--- config.mk ---
export PLATFORM = sky130hd
export DESIGN_NAME = exp_bit_streamer
export DESIGN_NICKNAME = d
export VERILOG_FILES = /design/src/rtl/exp_bit_streamer.sv
export SDC_FILE = /design/constraint.sdc
export NUM_CORES = 1
export LEC_CHECK = 0
export ABC_AREA = 1
export BUFFER_PORTS_ARGS = -buffer_cell sky130_fd_sc_hd__buf_4
export CAP_MARGIN = 30
export CORE_UTILIZATION = 30
export CTS_CLUSTER_SIZE = 30
export DETAILED_ROUTE_END_ITERATION = 10
export PLACE_DENSITY = 0.55
export SLEW_MARGIN = 5
export SYNTH_ARGS = -nofsm -noshare
export SYNTH_HDL_FRONTEND = slang
export SYNTH_SLANG_ARGS = --single-unit
--- constraint.sdc ---
create_clock -name clk -period 3.5 [get_ports clk]
set_input_delay 0 -clock clk [delete_from_list [all_inputs] [get_ports clk]]
set_output_delay 0 -clock clk [all_outputs]
set_load 0.05 [all_outputs]
--- src/rtl/exp_bit_streamer.sv ---
// Streams the exponent held in a registered-in/registered-out ROM as a serial bit stream,
// top word first, MSB first, with leading zero bits suppressed.
module exp_bit_streamer #(
    parameter int unsigned WIDTH      = 32,
    parameter int unsigned ADDR_WIDTH = 7,
    parameter int unsigned NUM_WORDS  = 128
) (
    input  logic                  clk,
    input  logic                  rst,
    input  logic                  start,
    output logic [ADDR_WIDTH-1:0] addr,
    input  logic [WIDTH-1:0]      dataout,
    output logic                  bit_out,
    output logic                  bit_valid,
    input  logic                  bit_ready,
    output logic                  bit_last,
    output logic                  busy,
    output logic                  done,
    output logic                  zero_exp
);

    localparam int unsigned CNT_W = (WIDTH > 1) ? $clog2(WIDTH) : 1;

    typedef enum logic [2:0] {
        IDLE,
        FETCH,
        WAIT,
        LOAD,
        SHIFT,
        FINISH
    } state_t;

    state_t                state_q, state_d;
    logic [ADDR_WIDTH-1:0] word_idx_q, word_idx_d;
    logic [WIDTH-1:0]      sreg_q, sreg_d;
    logic [CNT_W-1:0]      bit_cnt_q, bit_cnt_d;
    logic                  seen_one_q, seen_one_d;

    logic in_shift;
    logic msb;
    logic valid;
    logic consume;

    // Suppressed leading zeros drain one per cycle regardless of the consumer.
    assign in_shift = (state_q == SHIFT);
    assign msb      = sreg_q[WIDTH-1];
    assign valid    = in_shift & (seen_one_q | msb);
    assign consume  = in_shift & ((~seen_one_q & ~msb) | (valid & bit_ready));

    // State and datapath registers.
    always_ff @(posedge clk) begin
        if (rst) begin
            state_q    <= IDLE;
            word_idx_q <= '0;
            sreg_q     <= '0;
            bit_cnt_q  <= '0;
            seen_one_q <= 1'b0;
        end else begin
            state_q    <= state_d;
            word_idx_q <= word_idx_d;
            sreg_q     <= sreg_d;
            bit_cnt_q  <= bit_cnt_d;
            seen_one_q <= seen_one_d;
        end
    end

    // Next-state and datapath update.
    always_comb begin
        state_d    = state_q;
        word_idx_d = word_idx_q;
        sreg_d     = sreg_q;
        bit_cnt_d  = bit_cnt_q;
        seen_one_d = seen_one_q;

        case (state_q)
            IDLE: begin
                if (start) begin
                    word_idx_d = ADDR_WIDTH'(NUM_WORDS - 1);
                    seen_one_d = 1'b0;
                    state_d    = FETCH;
                end
            end
            FETCH: state_d = WAIT;
            WAIT:  state_d = LOAD;
            LOAD: begin
                sreg_d    = dataout;
                bit_cnt_d = CNT_W'(WIDTH - 1);
                state_d   = SHIFT;
            end
            SHIFT: begin
                if (consume) begin
                    sreg_d     = sreg_q << 1;
                    seen_one_d = seen_one_q | msb;
                    bit_cnt_d  = bit_cnt_q - CNT_W'(1);
                    if (bit_cnt_q == '0) begin
                        if (word_idx_q != '0) begin
                            word_idx_d = word_idx_q - ADDR_WIDTH'(1);
                            state_d    = FETCH;
                        end else begin
                            state_d = FINISH;
                        end
                    end
                end
            end
            FINISH:  state_d = IDLE;
            default: state_d = IDLE;
        endcase
    end

    // Outputs decode registered state only.
    assign addr      = word_idx_q;
    assign bit_out   = in_shift & msb;
    assign bit_valid = valid;
    assign bit_last  = valid & (word_idx_q == '0) & (bit_cnt_q == '0);
    assign busy      = (state_q != IDLE);
    assign done      = (state_q == FINISH);
    assign zero_exp  = (state_q == FINISH) & ~seen_one_q;

endmodule

==> flow_summary.yaml <==
grt:
  grt_pass1_wl_um: 9630
  grt_pass1_vias: 2202
  grt_antenna_before_repair: 0
  grt_max_degree: 42
  grt_overflow: 0
  grt_use_total_pct: 13.8
power_and_ir_drop:
  p_per_area_mw_per_mm2: 658
  p_leak_nw: 1.49
  ir_worst_vdd_uv: 255
detailed_routing:
  detail_route.wl_per_cell_um: 10.5
  wirelength_um: 5610
  drc: 0
  vias: 2390
  postRouteAntennaNets: 0
  drtPass1Iterations: 4
  drtIter0Drc: 162
  via_per_inst: 4.49
die:
  rows: 32
  die_h_um: 92.4
  start_util_pct: 31.4
  fp.dieW_um: 92.4
  core_mm2: 0.00781
  boundaryPins: 49
  die_area_mm2: 0.00854
place:
  place_hpwl_um: 3640
  place_congestion: 0.782
  post-place-cells: 523
  post-place-ws_ns: 1.19
  io_buffers: 48
  dpl_cell_area_mm2: 0.00285
synth:
  synth_cell_types: 28
  syn_area_per_cell_um2: 6.30
  synthCells: 389
  yosys_warnings: 0
  yosysSeqAreaShare_pct: 39.2
  synthesis.nets: 428
  ys_ff_latch: 48
  netlist_area_mm2: 0.00245
clock_tree:
  clk_pin_slew_ns: 0.09
  insertion_delay_ns: 0.30
  htree_levels: 2
  cts.sink_count: 48
  numCtsBuffers: 5
  cts-root-buf: "clkbuf_8"
  cts_setup_buffers: 0
  cts_buffer_depth: 2
  cts_tree: "built"
critical_path:
  cp_data_required_time_ns: 3.70
  cp_max_fo: 41
  start_kind: "flip-flop"
  worstSetupEndpointType: "flip-flop"
  crit_arrival_ns: 3.01
  critical_path_class: "flip-flop to flip-flop"
sta:
  whs_ns: 0.0213
  slew_headroom_pct: 54.1
  fin_crit_ns: 2.81
  fmax_mhz: 356
  rsz0062_at_grt: "no"
  fin_crit_sh_pct: 80.3
  setup_ws_ns: 0.691
  clock_skew_ns: 0.0126
  slew_viol_final: 0
  setup_violations: 0
  hold_viol_final: 0
  worstMarginPinSlew_ns: 0.688
  setup_tns_ns: 0
run:
  maxCapViolCount: 0
outcome:
  status: "complete, no violations"
cells_and_area:
  nets: 470
  drive_gt1_share_pct: 14.9
  antennaDiodeCount: 0
  design_area_mm2: 0.00298
  stdcell_count: 532
  synthToLayoutAreaGrowth_pct: 21.6
hold_path:
  hold_path.class: "input port to flip-flop"
==> synthesized netlist by cell type <==
| cell | n | share of area [%] |
|---|---|---|
| a211oi_1 | 1 | 0.31 |
| a21oi_1 | 7 | 1.4 |
| a31oi_1 | 1 | 0.26 |
| a41oi_1 | 1 | 0.36 |
| buf_2 | 6 | 1.2 |
| buf_4 | 2 | 0.61 |
| buf_6 | 4 | 1.8 |
| clkbuf_1 | 7 | 1.1 |
| dfxtp_1 | 48 | 39 |
| ha_1 | 3 | 1.5 |
| inv_1 | 22 | 3.4 |
| inv_2 | 1 | 0.15 |
| inv_4 | 1 | 0.26 |
| nand2_1 | 135 | 21 |
| nand2_2 | 2 | 0.51 |
| nand3_1 | 13 | 2.7 |
| nand3_2 | 1 | 0.41 |
| nand3b_1 | 1 | 0.31 |
| nand4_1 | 1 | 0.26 |
| nor2_1 | 86 | 13 |
| nor2_4 | 1 | 0.46 |
| nor3_1 | 1 | 0.20 |
| nor4_1 | 2 | 0.51 |
| o211ai_1 | 1 | 0.31 |
| o21ai_0 | 37 | 7.6 |
| o21ai_2 | 1 | 0.36 |
| xnor2_1 | 2 | 0.71 |
| xor2_1 | 1 | 0.36 |
==> kinds of logic (layout without fill, tap and decap cells) <==
group                      Yosys count  in the layout  share of synthesized area, %
adders and majority gates            3              3                          1.53
DFF                                 48             48                          39.2
and+or+nand+nor                    243            243                          39.1
AOI/OAI and AO/OA                   49             49                          10.6
buffers and inverters               43             84                          8.52
xor gates and xnor gates             3              3                          1.07
==> final timing paths <==
check,start,to,slack (ns),cells past startpoint
worst max-delay path,state_q[1],sreg_q[0],0.69,10
worst min-delay path,dataout[17],sreg_q[17],0.02,5
worst max register to register,state_q[1],sreg_q[0],0.69,10
worst min register to register,bit_cnt_q[4],bit_cnt_q[4],0.49,2
==> power by group <==
group,internal [mW],total (mW),switching (mW)
sequential,0.685,0.776,0.0907
combinational,0.264,0.801,0.538
clock,0.205,0.386,0.180
total,1.15,1.96,0.808
==> per-stage QoR <==
| step | util, % | power (mW) |
|---|---|---|
| 2_1_floorplan | - | 1.42 |
| 3_3_place_gp | 36.4 | 1.58 |
| 3_5_place_dp | 36.6 | 1.59 |
| 4_1_cts | 38.2 | 1.98 |
| 5_1_grt | 38.2 | 2.12 |
| 6_report | 38.2 | 1.96 |
==> layout make-up <==
type                       count  area [um^2]
clock buffer                   5         68.8
tap                          102          128
sequential                    48          961
clock inverter                 1         30.0
inverter                      24         92.6
timing repair buffer          54          420
multi-input combinational    298         1280
fill                         859         4820
==> routing by layer <==
metal | part of all wire [%] | vias up | global-route usage (%)
li1 | - | 1286 | -
met4 | 0.68 | 0 | 3.13
met2 | 45 | 45 | 23.6
met1 | 50 | 1054 | 17.8
met3 | 4.1 | 5 | 2.55
met5 | 0 | - | 0
==> timing repair <==
action | in CTS | in global routing
hold endpoints to repair | 6 | 0
hold buffers | 3 | 0
gates resized for setup | 0 | 0
==> state kept, by name, summed over array words and instances, names as in the netlist <==
name / cells
sreg_q: 32
seen_one_q: 1
bit_cnt_q: 5
state_q: 3
addr: 7
==> placed cells by master, fill, tap and decap left out, drive strengths merged <==
master / Yosys / final
a211oi: 1 / 1
a21oi: 7 / 7
a31oi: 1 / 1
a41oi: 1 / 1
buf: 12 / 51
bufinv: 0 / 1
clkbuf: 7 / 5
dfxtp: 48 / 48
dlygate4sd3: 0 / 3
ha: 3 / 3
inv: 24 / 24
nand2: 137 / 137
nand3: 14 / 14
nand3b: 1 / 1
nand4: 1 / 1
nor2: 87 / 87
nor3: 1 / 1
nor4: 2 / 2
o211ai: 1 / 1
o21ai: 38 / 38
xnor2: 2 / 2
xor2: 1 / 1
==> worst max-delay path, cell delays in order, from the launching register on <==
cell and delay, ns:
dfxtp_1 0.39, nor2_4 0.14, nand2_2 0.07, inv_2 0.04, buf_4 0.38, o21ai_2 0.14, nand2_2 0.48, inv_4 0.30
nand2_1 0.13, a21oi_1 0.07, dlygate4sd3_1 0.55
(Power assumes the default switching activity.)
